--- config.mk ---
export PLATFORM = sky130hd
export DESIGN_NAME = jk_seq_driver
export DESIGN_NICKNAME = d
export VERILOG_FILES = /design/src/rtl/jk_pkg.sv /design/src/rtl/jk_excite_bit.sv /design/src/rtl/jk_seq_driver.sv
export SDC_FILE = /design/constraint.sdc
export NUM_CORES = 1
export LEC_CHECK = 0
export BUFFER_PORTS_ARGS = -buffer_cell sky130_fd_sc_hd__buf_2
export CAP_MARGIN = 10
export CORE_MARGIN = 5
export CORE_UTILIZATION = 54
export CTS_BUF_LIST = sky130_fd_sc_hd__clkbuf_4
export CTS_CLUSTER_DIAMETER = 100
export DETAILED_ROUTE_END_ITERATION = 8
export GPL_TIMING_DRIVEN = 0
export PLACE_DENSITY_LB_ADDON = 0.08
export SLEW_MARGIN = 20
export SYNTH_ARGS = -nofsm -noshare
export SYNTH_HDL_FRONTEND = slang
export SYNTH_SLANG_ARGS = --single-unit
export TNS_END_PERCENT = 5
--- constraint.sdc ---
create_clock -name clk -period 1.55 [get_ports clk]
set_input_delay 0.0775 -clock clk [delete_from_list [all_inputs] [get_ports clk]]
set_output_delay 0.0775 -clock clk [all_outputs]
set_load 0.02 [all_outputs]
--- src/rtl/jk_pkg.sv ---
// Shared definitions for the JK sequence driver: FSM state codes and default sizing.
package jk_pkg;

   localparam int unsigned JK_WIDTH_DEF     = 4;
   localparam int unsigned JK_MAX_RETRY_DEF = 2;

   typedef logic [2:0] jk_state_t;

   localparam jk_state_t ST_IDLE  = 3'd0;
   localparam jk_state_t ST_DRIVE = 3'd1;
   localparam jk_state_t ST_CHECK = 3'd2;
   localparam jk_state_t ST_DONE  = 3'd3;
   localparam jk_state_t ST_ERR   = 3'd4;

endpackage

--- src/rtl/jk_excite_bit.sv ---
// Per-bit JK excitation from current Q towards a target bit.
// JK_TOGGLE_EN selects toggle excitation instead of set/reset excitation.
module jk_excite_bit
   import jk_pkg::*;
(
   input  logic q,
   input  logic target,
   output logic j,
   output logic k
);

`ifdef JK_TOGGLE_EN
   assign j = q ^ target;
   assign k = q ^ target;
`else
   // don't-care excitation terms resolved to 0
   assign j = ~q & target;
   assign k = q & ~target;
`endif

endmodule

--- src/rtl/jk_seq_driver.sv ---
// Drives an external JK register to a requested word, verifies it via q_fb and re-drives
// up to MAX_RETRY times. Optional macro JK_TOGGLE_EN selects toggle excitation.
module jk_seq_driver
   import jk_pkg::*;
#(
   parameter int unsigned WIDTH     = JK_WIDTH_DEF,
   parameter int unsigned MAX_RETRY = JK_MAX_RETRY_DEF
) (
   input  logic             clk,
   input  logic             rst_n,
   input  logic             tgt_valid,
   output logic             tgt_ready,
   input  logic [WIDTH-1:0] tgt_data,
   input  logic [WIDTH-1:0] q_fb,
   output logic [WIDTH-1:0] j,
   output logic [WIDTH-1:0] k,
   output logic             done,
   output logic             err
);

   localparam int unsigned RW = (MAX_RETRY < 1) ? 1 : $clog2(MAX_RETRY + 1);

   jk_state_t        state, state_nx;
   logic [WIDTH-1:0] tgt_q, tgt_nx, tgt_sel;
   logic [WIDTH-1:0] j_exc, k_exc, j_nx, k_nx;
   logic [RW-1:0]    retry, retry_nx;
   logic             transfer;

   assign tgt_ready = rst_n & (state == ST_IDLE);
   assign transfer  = tgt_valid & tgt_ready;

   // Excitation target is the incoming word on a transfer, the latched word on a re-drive
   assign tgt_sel = (state == ST_IDLE) ? tgt_data : tgt_q;

   for (genvar i = 0; i < WIDTH; i++) begin : g_bit
      jk_excite_bit u_bit (
         .q      (q_fb[i]),
         .target (tgt_sel[i]),
         .j      (j_exc[i]),
         .k      (k_exc[i])
      );
   end

   always_comb begin
      state_nx = state;
      tgt_nx   = tgt_q;
      retry_nx = retry;
      j_nx     = '0;
      k_nx     = '0;
      case (state)
         ST_IDLE: begin
            if (transfer) begin
               tgt_nx   = tgt_data;
               retry_nx = '0;
               if (tgt_data == q_fb) begin
                  state_nx = ST_DONE;
               end else begin
                  state_nx = ST_DRIVE;
                  j_nx     = j_exc;
                  k_nx     = k_exc;
               end
            end
         end
         ST_DRIVE: state_nx = ST_CHECK;
         ST_CHECK: begin
            if (q_fb == tgt_q) begin
               state_nx = ST_DONE;
            end else if (retry < RW'(MAX_RETRY)) begin
               state_nx = ST_DRIVE;
               retry_nx = retry + 1'b1;
               j_nx     = j_exc;
               k_nx     = k_exc;
            end else begin
               state_nx = ST_ERR;
            end
         end
         ST_DONE: state_nx = ST_IDLE;
         ST_ERR:  state_nx = ST_IDLE;
         default: state_nx = ST_IDLE;
      endcase
   end

   always_ff @(posedge clk or negedge rst_n) begin
      if (!rst_n) begin
         state <= ST_IDLE;
         tgt_q <= '0;
         retry <= '0;
         j     <= '0;
         k     <= '0;
         done  <= 1'b0;
         err   <= 1'b0;
      end else begin
         state <= state_nx;
         tgt_q <= tgt_nx;
         retry <= retry_nx;
         j     <= j_nx;
         k     <= k_nx;
         done  <= (state_nx == ST_DONE);
         err   <= (state_nx == ST_ERR);
      end
   end

endmodule
# == After elaboration in Yosys (flattened, before gate mapping) ==
# Index checks and enable logic that the tools add are counted.
# word_totals
word_cells,60
out_inout_bits,11
register_bits,19
inputBits,11
# classes
magnitude_cmp,1
n_addsub,1
n_reduce_logical,4
eq_ne,9
n_bitwise,18
n_mux,20
# ops
op,n
$mux W4,9
$pmux W4 S2,2
$and A1 B1 Y1,10
$mux W3,3
$pmux W3 S3,1
$eq A4 B4 Y1,2
$mux W2,4
$not A1 Y1,8
$eq A3 B2 Y1 const B,2
$ne A2 B2 Y1 const B,3
$pmux W2 S2,1
$reduce_and A4 Y1,1
$eq A3 B1 Y1 const B,1
$eq A3 B3 Y1 const B,1
$logic_not A3 Y1,1
$add A2 B1 Y2 const B,1
$lt A2 B2 Y1 const B,1
$reduce_and A2 Y1,1
$reduce_bool A2 Y1,1

# == Logic depth before layout (Yosys ltp) ==
# Gate-level depths: netlist (run 1).
# logic_depth
ltp_word,7
depth_mapped,5

# == Hierarchy ==
# A second synthesis (run 1) with hierarchy kept.
# hier_totals
hier_cells,75
hier_area_um2,1014.7
# by_module_without_submodules
mod,cells_per_inst,area_per_inst_um2,n_inst,seq_area_each_um2
jk_seq_driver,67,954.7,1,475.5
jk_excite_bit,2,15.0,4,0.0

# == Worst setup path after synthesis (run 1) ==
# OpenSTA, ideal clock, no wires.
# synth_path
kind,flip-flop to flip-flop
startpoint,register tgt_q[1]
endpoint,register k[0]
arrival_time_ps,1280
stages_incl_launch_ff,5
path_buffers,0
t_required_ps,1430
setup_time_ps,120
slack_ps,150
period_less_slack_ps,1400
path_cell_list,dfrtp_1 -> xor2_1 -> nor4_4 -> o32ai_4 -> and3_1
# synth_via
elab_chain_cells,3
# synth_rtl
element,line,source
"start, declared",jk_seq_driver.sv:24,"logic [WIDTH-1:0] tgt_q, tgt_nx, tgt_sel;"
"start signal, assigned",jk_seq_driver.sv:94,tgt_q <= tgt_nx;
$eq A4 B4 Y1,jk_seq_driver.sv:66,if (q_fb == tgt_q) begin
$mux W4,jk_seq_driver.sv:66,
$pmux W4 S2,jk_seq_driver.sv:50,case (state)
via k_nx[0],jk_seq_driver.sv:25,"logic [WIDTH-1:0] j_exc, k_exc, j_nx, k_nx;"
"end signal, assigned",jk_seq_driver.sv:97,k <= k_nx;
"end, declared",jk_seq_driver.sv:16,"output logic [WIDTH-1:0] k,"
# The timed path passes the listed nets, and every way through them passes these cells.
# A chain may end at the register's enable or synchronous reset.

# == Worst setup path after layout (run 1) ==
# layout_path
startpoint,register tgt_q[3]
endpoint,register retry[1]
# layout_via
elab_chain_cells,3
# layout_rtl
element,line,source
$eq A4 B4 Y1,jk_seq_driver.sv:66,
$ne A2 B2 Y1 (no source line),n/a,
$reduce_and A4 Y1 (no source line),n/a,
"end signal, assigned",jk_seq_driver.sv:95,retry <= retry_nx;
"end, declared",jk_seq_driver.sv:26,"logic [RW-1:0] retry, retry_nx;"
# No other way between the ends.

==> results of run 1 <==
-- metrics by stage --
step	utilization	power, W	setup TNS, ns	instances
after floorplan	-	0.00129	0	78
after global placement	0.667	0.00146	-0.628	115
after detailed placement	0.667	0.00148	-0.804	115
after CTS	0.708	0.00181	0	123
after global routing	0.729	0.00200	-0.236	124
final	0.729	0.00185	0	124
-- final timing paths --
path | start | endpoint | cells after the start
setup / recovery | tgt_q[3]$_DFFE_PN0P_ | retry[1]$_DFFE_PN0P_ | 5
hold / removal | tgt_data[0] | tgt_q[0]$_DFFE_PN0P_ | 3
setup reg to reg | tgt_q[3]$_DFFE_PN0P_ | retry[1]$_DFFE_PN0P_ | 5
hold reg to reg | tgt_q[2]$_DFFE_PN0P_ | tgt_q[2]$_DFFE_PN0P_ | 2
max in group asynchronous | rst_n | state[0]$_DFF_PN0_ | 2
min in group asynchronous | rst_n | err$_DFF_PN0_ | 2
-- cells by family (layout without fill, tap and decap cells) --
logic type      Yosys count  after routing  share of synthesized area
flops                    19             19                      0.526
mux                       4              4                     0.0443
simple gates             40             40                      0.273
buf+inv                   1             31                    0.00553
xor+xnor                  8              8                     0.0776
compound gates            6              6                     0.0734
-- registers in the layout, summed over array words and instances, names as in the netlist --
signal	cells
k	4
tgt_q	4
state	3
j	4
done	1
retry	2
err	1
-- cell usage after synthesis --
| cell type | n | area share |
|---|---|---|
| sky130_fd_sc_hd__a22o_1 | 2 | 0.019 |
| sky130_fd_sc_hd__a2bb2oi_1 | 1 | 0.0097 |
| sky130_fd_sc_hd__and2_1 | 7 | 0.048 |
| sky130_fd_sc_hd__and3_1 | 5 | 0.035 |
| sky130_fd_sc_hd__buf_2 | 1 | 0.0055 |
| sky130_fd_sc_hd__dfrtp_1 | 19 | 0.53 |
| sky130_fd_sc_hd__mux2i_1 | 4 | 0.044 |
| sky130_fd_sc_hd__nand2_1 | 13 | 0.054 |
| sky130_fd_sc_hd__nand3_2 | 1 | 0.011 |
| sky130_fd_sc_hd__nor2_1 | 5 | 0.021 |
| sky130_fd_sc_hd__nor2b_1 | 1 | 0.0069 |
| sky130_fd_sc_hd__nor3_1 | 1 | 0.0055 |
| sky130_fd_sc_hd__nor3_4 | 1 | 0.018 |
| sky130_fd_sc_hd__nor3b_1 | 2 | 0.017 |
| sky130_fd_sc_hd__nor4_2 | 1 | 0.014 |
| sky130_fd_sc_hd__nor4_4 | 1 | 0.024 |
| sky130_fd_sc_hd__o21a_1 | 1 | 0.0083 |
| sky130_fd_sc_hd__o21ai_0 | 1 | 0.0055 |
| sky130_fd_sc_hd__o32ai_4 | 1 | 0.030 |
| sky130_fd_sc_hd__or2_1 | 1 | 0.0069 |
| sky130_fd_sc_hd__or3b_4 | 1 | 0.012 |
| sky130_fd_sc_hd__xor2_1 | 8 | 0.078 |
-- metal layers --
layer / vias up / GRT usage
met5: - / 0
met4: 0 / 0.0766
met3: 5 / 0.0320
met2: 19 / 0.248
met1: 302 / 0.195
li1: 326 / -
-- critical path: cells and delay by family (launching register included) --
kind,cells,cell delay [ns]
and+or+nand+nor,2,0.45
xor gates and xnor gates,1,0.18
buffers and inverters,1,0.19
DFF,1,0.42
AOI/OAI and AO/OA,1,0.19
-- final cells by class --
type,instances,share of cell area
plain buffers,1,0.0100
clock buffers,4,0.0267
flip-flops and latches,19,0.424
well taps,16,0.0178
repair buffers,26,0.138
multi-input cells,58,0.383
-- cell usage in the layout (no fill, tap or decap), drive strengths merged --
master	count
nor2	5
a22o	2
dfrtp	19
or3b	1
a2bb2oi	1
and3	5
nand2	13
buf	26
or2	1
o32ai	1
clkbuf	4
xor2	8
mux2i	4
nor2b	1
nor3b	2
and2	7
o21ai	1
nor4	2
dlygate4sd3	1
nor3	2
nand3	1
o21a	1
-- timing repair --
item / CTS / global route
hold buffers: 1 / 0
endpoints found under the setup margin: 12 / 10
gates resized for setup: 0 / 7
buffers inserted: 3 / 1
pin swaps: 1 / 4
hold endpoints to repair: 19 / 0
-- power by group through the flow --
stage / sequential (W) / combinational [W] / clock (W)
detailed placement: 0.000766 / 0.000711 / 0
CTS: 0.000754 / 0.000782 / 0.000274
global placement: 0.000759 / 0.000697 / 0
floorplan: 0.000816 / 0.000471 / 0
finish: 0.000758 / 0.000831 / 0.000263
global route: 0.000789 / 0.000908 / 0.000298
==> qor.csv, run 1 <==
metric,value,unit
number of warnings printed during yosys synthesis,0,
antenna cell count,0,
area taken by multi-input logic gates,430,um^2
total number of vias,652,
post-synthesis instance area,903,um^2
register-to-register setup slack,0.03,ns
highest clock rate,0.656,GHz
final hold slack,0.00778,ns
fraction of final layout cells sized beyond drive strength 1,0.352,
cell internal pwr,0.00116,W
core region area,1540,um^2
Slew Limit Fails,0,
Slew headroom,0.439,
proportion of power drawn by combinational gates,0.449,
Clock Tree Root,sky130_fd_sc_hd__clkbuf_4,
gr usage total,0.154,
smallest setup slack after layout,0.0258,ns
nets,120,
Die Y,50.9,um
M1 WL,767,um
Worst-path clk slew,0.10,ns
PD cells,1650,nW/um^2
wire per inst,13.9,um
starting density of the core,0.586,
"Critical Path, Cell by Cell",xor2_1 -> nor4_4 -> buf_4 -> nor3_1 -> a22o_1,
final wirelength,1730,um
endpoints failing setup,0,
count of buffers inserted at the top-level ports,21,
cell with the biggest individual delay on the critical path,sky130_fd_sc_hd__dfrtp_1,
vias per std cell,5.26,
data required time of the critical path,1.74,ns
category of the worst setup path launch point,flip-flop,
number of antenna violations at the first check in global routing,0,
final instance area,1120,um^2
clock tree from TritonCTS,yes,
total grt overflow,0,
total iterations of the first detailed-routing run,3,
Synth Instances,78,
Syn Area/Cell,11.6,um^2
worst stage delay on the critical path,0.42,ns
share of the cycle needed by the critical path after routing,0.983,
kind of critical path,flip-flop to flip-flop,
number of distinct library cells after synthesis,22,
Die X,50.9,um
final critical delay including setup and external delays,1.52,ns
setup repair after global routing missed its margin,yes,
"Data arrival, critical path",1.71,ns
DIE AREA,2590,um^2
switching pwr,0.000689,W
Seq pwr share,0.409,
setup skew after layout,0.000963,ns
vias in the first global route,698,
number of design rule violations left after detail routing,0,
worst hold-check path type,input pin to flip-flop,
total cell area at the placement stage,1030,um^2
Top Ports,22,
fraction of the yosys area taken by sequential cells,0.526,
Final Hold Vio Count,0,
maximum clock path buffer count,2,
number of sinks handled by clock tree synthesis,19,
maximum capacitance violations,0,
met3 WL post-DR,103,um
number of inserted filler cells in the final layout,111,
slew at the pin closest to its max-slew limit,0.838,ns
register cell area after layout,477,um^2
maximum resistive drop on vdd,0.00105,V
worst-skew pair later-pin latency,0.29,ns
met2 wire length,815,um
number of placement rows,14,
pin count of the biggest net entering global routing,20,
remaining number of nets flagged by the antenna check after routing,0,
Sw Ratio,0.372,
detailed router's first-iteration violation count,7,
Synth-to-Final Area Change,24.4,%
number of buffers created by CTS,3,
"Net Count, Synth",89,
maximum fanout along the worst path,3,
static leakage,0.605,nW
kind of capture point of the worst setup path,flip-flop,
global placer's final weighted congestion,0.733,
highest signal layer in the routed design,met4,
number of synthesized register bits,19,
number of levels the H-tree was split into,1,
outcome,"complete, no violations",
wire length of the first global-routing pass,3010,um
portion of total power attributed to the clock network,0.142,
minimum setup slack after placement,-0.122,ns
No activity file was read; power rests on OpenSTA's default activity.
==> run 2: changes to the inputs <==
CORE_UTILIZATION = 45   (was 54)
SYNTH_HIERARCHICAL = 1   (was unset)
==> run 2 against run 1 <==
  * Core utilization is 16 points lower
  * Synthesized cell count decreased by 3.8%
  * Clock skew rose by 0.0041 ns
  * Count of clock-buffer cells in the layout unchanged
  * Non-clock buffer count down 2
  * Sequential share of layout area is 4.2 points lower
  * Fmax rose by 2.5%
  * Worst setup slack better by 0.038 ns
  * Critical path type unchanged
  * Largest cell class is now multi-input gates
  * Largest power group unchanged
==> qor.csv, run 2 <==
metric,value,unit,change
vias per std cell,4.90,,-6.8%
Die Y,57.5,um,+13%
most frequent standard cell in the layout excluding fill and tap cells,sky130_fd_sc_hd__buf_2,,
final hold slack,0.0420,ns,+0.0342 ns
number of design rule violations left after detail routing,0,,unchanged
HPWL after detailed placement,1310,um,
gr usage total,0.123,,-0.0312
maximum fanout along the worst path,7,,+4
remaining number of nets flagged by the antenna check after routing,0,,unchanged
wire length of the first global-routing pass,3090,um,+2.8%
Largest regs,"j: 4 flops, k: 4 flops, tgt_q: 4 flops",,
DIE AREA,3300,um^2,+28%
data required time of the critical path,1.74,ns,about the same
"Data arrival, critical path",1.67,ns,-0.04 ns
Final Hold Vio Count,0,,unchanged
highest clock rate,0.673,GHz,+2.5%
worst stage delay on the critical path,0.43,ns,about the same
Worst-path clk slew,0.11,ns,about the same
Top Ports,22,,unchanged
setup repair after global routing missed its margin,yes,,
Synth Instances,75,,-3.8%
number of distinct library cells after synthesis,28,,+27%
maximum capacitance violations,0,,unchanged
fraction of final layout cells sized beyond drive strength 1,0.539,,+0.187
maximum resistive drop on vdd,0.00104,V,-0.94%
static leakage,0.597,nW,-1.3%
final wirelength,1760,um,+1.9%
category of the worst setup path launch point,flip-flop,,
starting density of the core,0.463,,-0.123
Slew headroom,0.772,,+0.333
outcome,"complete, no violations",,
DP Cell Count,124,,+7.8%
setup skew after layout,0.00509,ns,+0.00413 ns
nets,114,,-5.0%
clock tree from TritonCTS,yes,,
"Critical Path, Cell by Cell",nor3_4 -> buf_12 -> mux2_2 -> nor2b_1 -> nor2b_2,,
Slew Limit Fails,0,,unchanged
number of synthesized register bits,19,,unchanged
cell type with the largest total area after synthesis,sky130_fd_sc_hd__dfrtp_1,,
final critical delay including setup and external delays,1.49,ns,-0.0376 ns
number of placement rows,17,,+3
share of flip-flops with an asynchronous set or reset,1.00,,unchanged
"Cell Count, Final, Fillers Out",130,,+4.8%
number of antenna violations at the first check in global routing,0,,unchanged
maximum clock path buffer count,2,,unchanged
fraction of the yosys area taken by sequential cells,0.469,,-0.0578
"Net Count, Synth",86,,-3.4%
number of flops mapped to enable cells by yosys,0,,unchanged
Syn Area/Cell,13.5,um^2,+17%
"top library cells by usage in the layout, fill and taps aside","20 x sky130_fd_sc_hd__buf_2, 19 x sky130_fd_sc_hd__dfrtp_1, 8 x sky130_fd_sc_hd__nor2b_2, 6 x sky130_fd_sc_hd__mux2_4, 5 x sky130_fd_sc_hd__clkbuf_4",,
Die X,57.5,um,+13%
kind of critical path,flip-flop to flip-flop,,
share of the cycle needed by the critical path after routing,0.959,,-0.0243
PD cells,1760,nW/um^2,+6.7%
Synth-to-Final Area Change,22.4,%,
kind of capture point of the worst setup path,flip-flop,,
number of warnings printed during yosys synthesis,6,,+6
antenna cell count,0,,unchanged
most frequent cell after synthesis,sky130_fd_sc_hd__dfrtp_1,,
detailed router's first-iteration violation count,4,,-3
post-synthesis instance area,1010,um^2,+12%
slew at the pin closest to its max-slew limit,0.341,ns,-0.498 ns
global placer's final weighted congestion,0.664,,-9.4%
vias in the first global route,675,,-3.3%
total grt overflow,0,,unchanged
worst-skew pair later-pin latency,0.30,ns,about the same
number of sinks handled by clock tree synthesis,19,,unchanged
top_reg_cell synth,sky130_fd_sc_hd__dfrtp_1,,
Commonest cells post-synth,"19 x sky130_fd_sc_hd__dfrtp_1, 8 x sky130_fd_sc_hd__nor2b_2",,
wire per inst,13.5,um,-2.8%
top cell type's share of synthesized area,0.469,,-0.0578
number of levels the H-tree was split into,1,,unchanged
total number of vias,637,,-2.3%
most area-consuming cells after synthesis,"sky130_fd_sc_hd__dfrtp_1 47%, sky130_fd_sc_hd__nor2b_2 6.9%, sky130_fd_sc_hd__mux2_2 4.4%",,
core region area,2190,um^2,+42%
count of buffers inserted at the top-level ports,21,,unchanged
number of buffers created by CTS,3,,unchanged
endpoints failing setup,0,,unchanged
cell with the biggest individual delay on the critical path,sky130_fd_sc_hd__dfrtp_1,,
total iterations of the first detailed-routing run,2,,-1
pin count of the biggest net entering global routing,23,,+15%
Clock Tree Root,sky130_fd_sc_hd__clkbuf_4,,
worst hold-check path type,input pin to flip-flop,,
## run 2: cells by family (layout without fill, tap and decap cells)
family | count (synthesis) | after routing | synth area share
AOI/OAI and AO/OA | 7 | 7 | 0.0777
xor gates and xnor gates | 8 | 8 | 0.0690
buffers and inverters | 2 | 29 | 0.0222
DFF | 19 | 19 | 0.469
muxes | 8 | 8 | 0.0999
and+or+nand+nor | 31 | 31 | 0.263
## run 2: repair_timing
action,4_1_cts,5_1_grt
gates resized for setup,1,5
endpoints found under the hold margin,19,0
pin swaps,1,1
hold buffers,1,0
setup buffers,1,0
endpoints found under the setup margin,14,13
## run 2: power by group
group	leakage, nW	internal (W)	switching (W)
registers	0.249	0.000644	0.000132
logic	0.329	0.000639	0.000498
clock network	0.0184	0.000118	0.000156
## run 2: critical path, delay by kind of cell (launching register included)
kind / cells / cell delay (ns)
flops: 1 / 0.43
buf+inv: 1 / 0.15
simple gates: 3 / 0.48
mux: 1 / 0.33
## run 2: path summary, 6_finish.rpt
check	start	endpoint	slack, ns	cells after the start
max	state[0]$_DFF_PN0_	j[3]$_DFF_PN0_	0.06	5
min	tgt_data[3]	tgt_q[3]$_DFFE_PN0P_	0.04	2
max reg2reg	state[0]$_DFF_PN0_	j[3]$_DFF_PN0_	0.06	5
min reg2reg	retry[0]$_DFFE_PN0P_	retry[0]$_DFFE_PN0P_	0.55	1
max in group asynchronous	rst_n	retry[0]$_DFFE_PN0P_	1.11	2
min in group asynchronous	rst_n	k[1]$_DFF_PN0_	0.21	2
## run 2: final cells by class
type                            count  area, um^2
Timing Repair Buffer               23         138
Clock buffer                        4        30.0
Sequential cell                    19         475
Fill cell                         195         948
Tap cell                           28        35.0
Multi-Input combinational cell     54         542
Buffer                              2        22.5
## run 2: per-layer routing
layer | global-route usage | share of wire | vias to the layer above
li1 | - | - | 308
met1 | 0.158 | 0.44 | 310
met2 | 0.190 | 0.46 | 17
met3 | 0.0385 | 0.091 | 2
met4 | 0.0497 | 0.0062 | 0
met5 | 0 | 0 | -
## run 2: metrics by stage
step | utilization | setup TNS, ns | area [um^2] | worst slack, ns | power [W]
final | 0.567 | 0 | 1240 | 0.0634 | 0.00219
after global routing | 0.567 | -0.0211 | 1240 | -0.00864 | 0.00235
after CTS | 0.557 | 0 | 1220 | 0.0130 | 0.00216
after detailed placement | 0.527 | -1.41 | 1150 | -0.128 | 0.00177
after global placement | 0.527 | -1.78 | 1150 | -0.159 | 0.00175
after floorplan | - | 0 | 1010 | 0.0589 | 0.00156
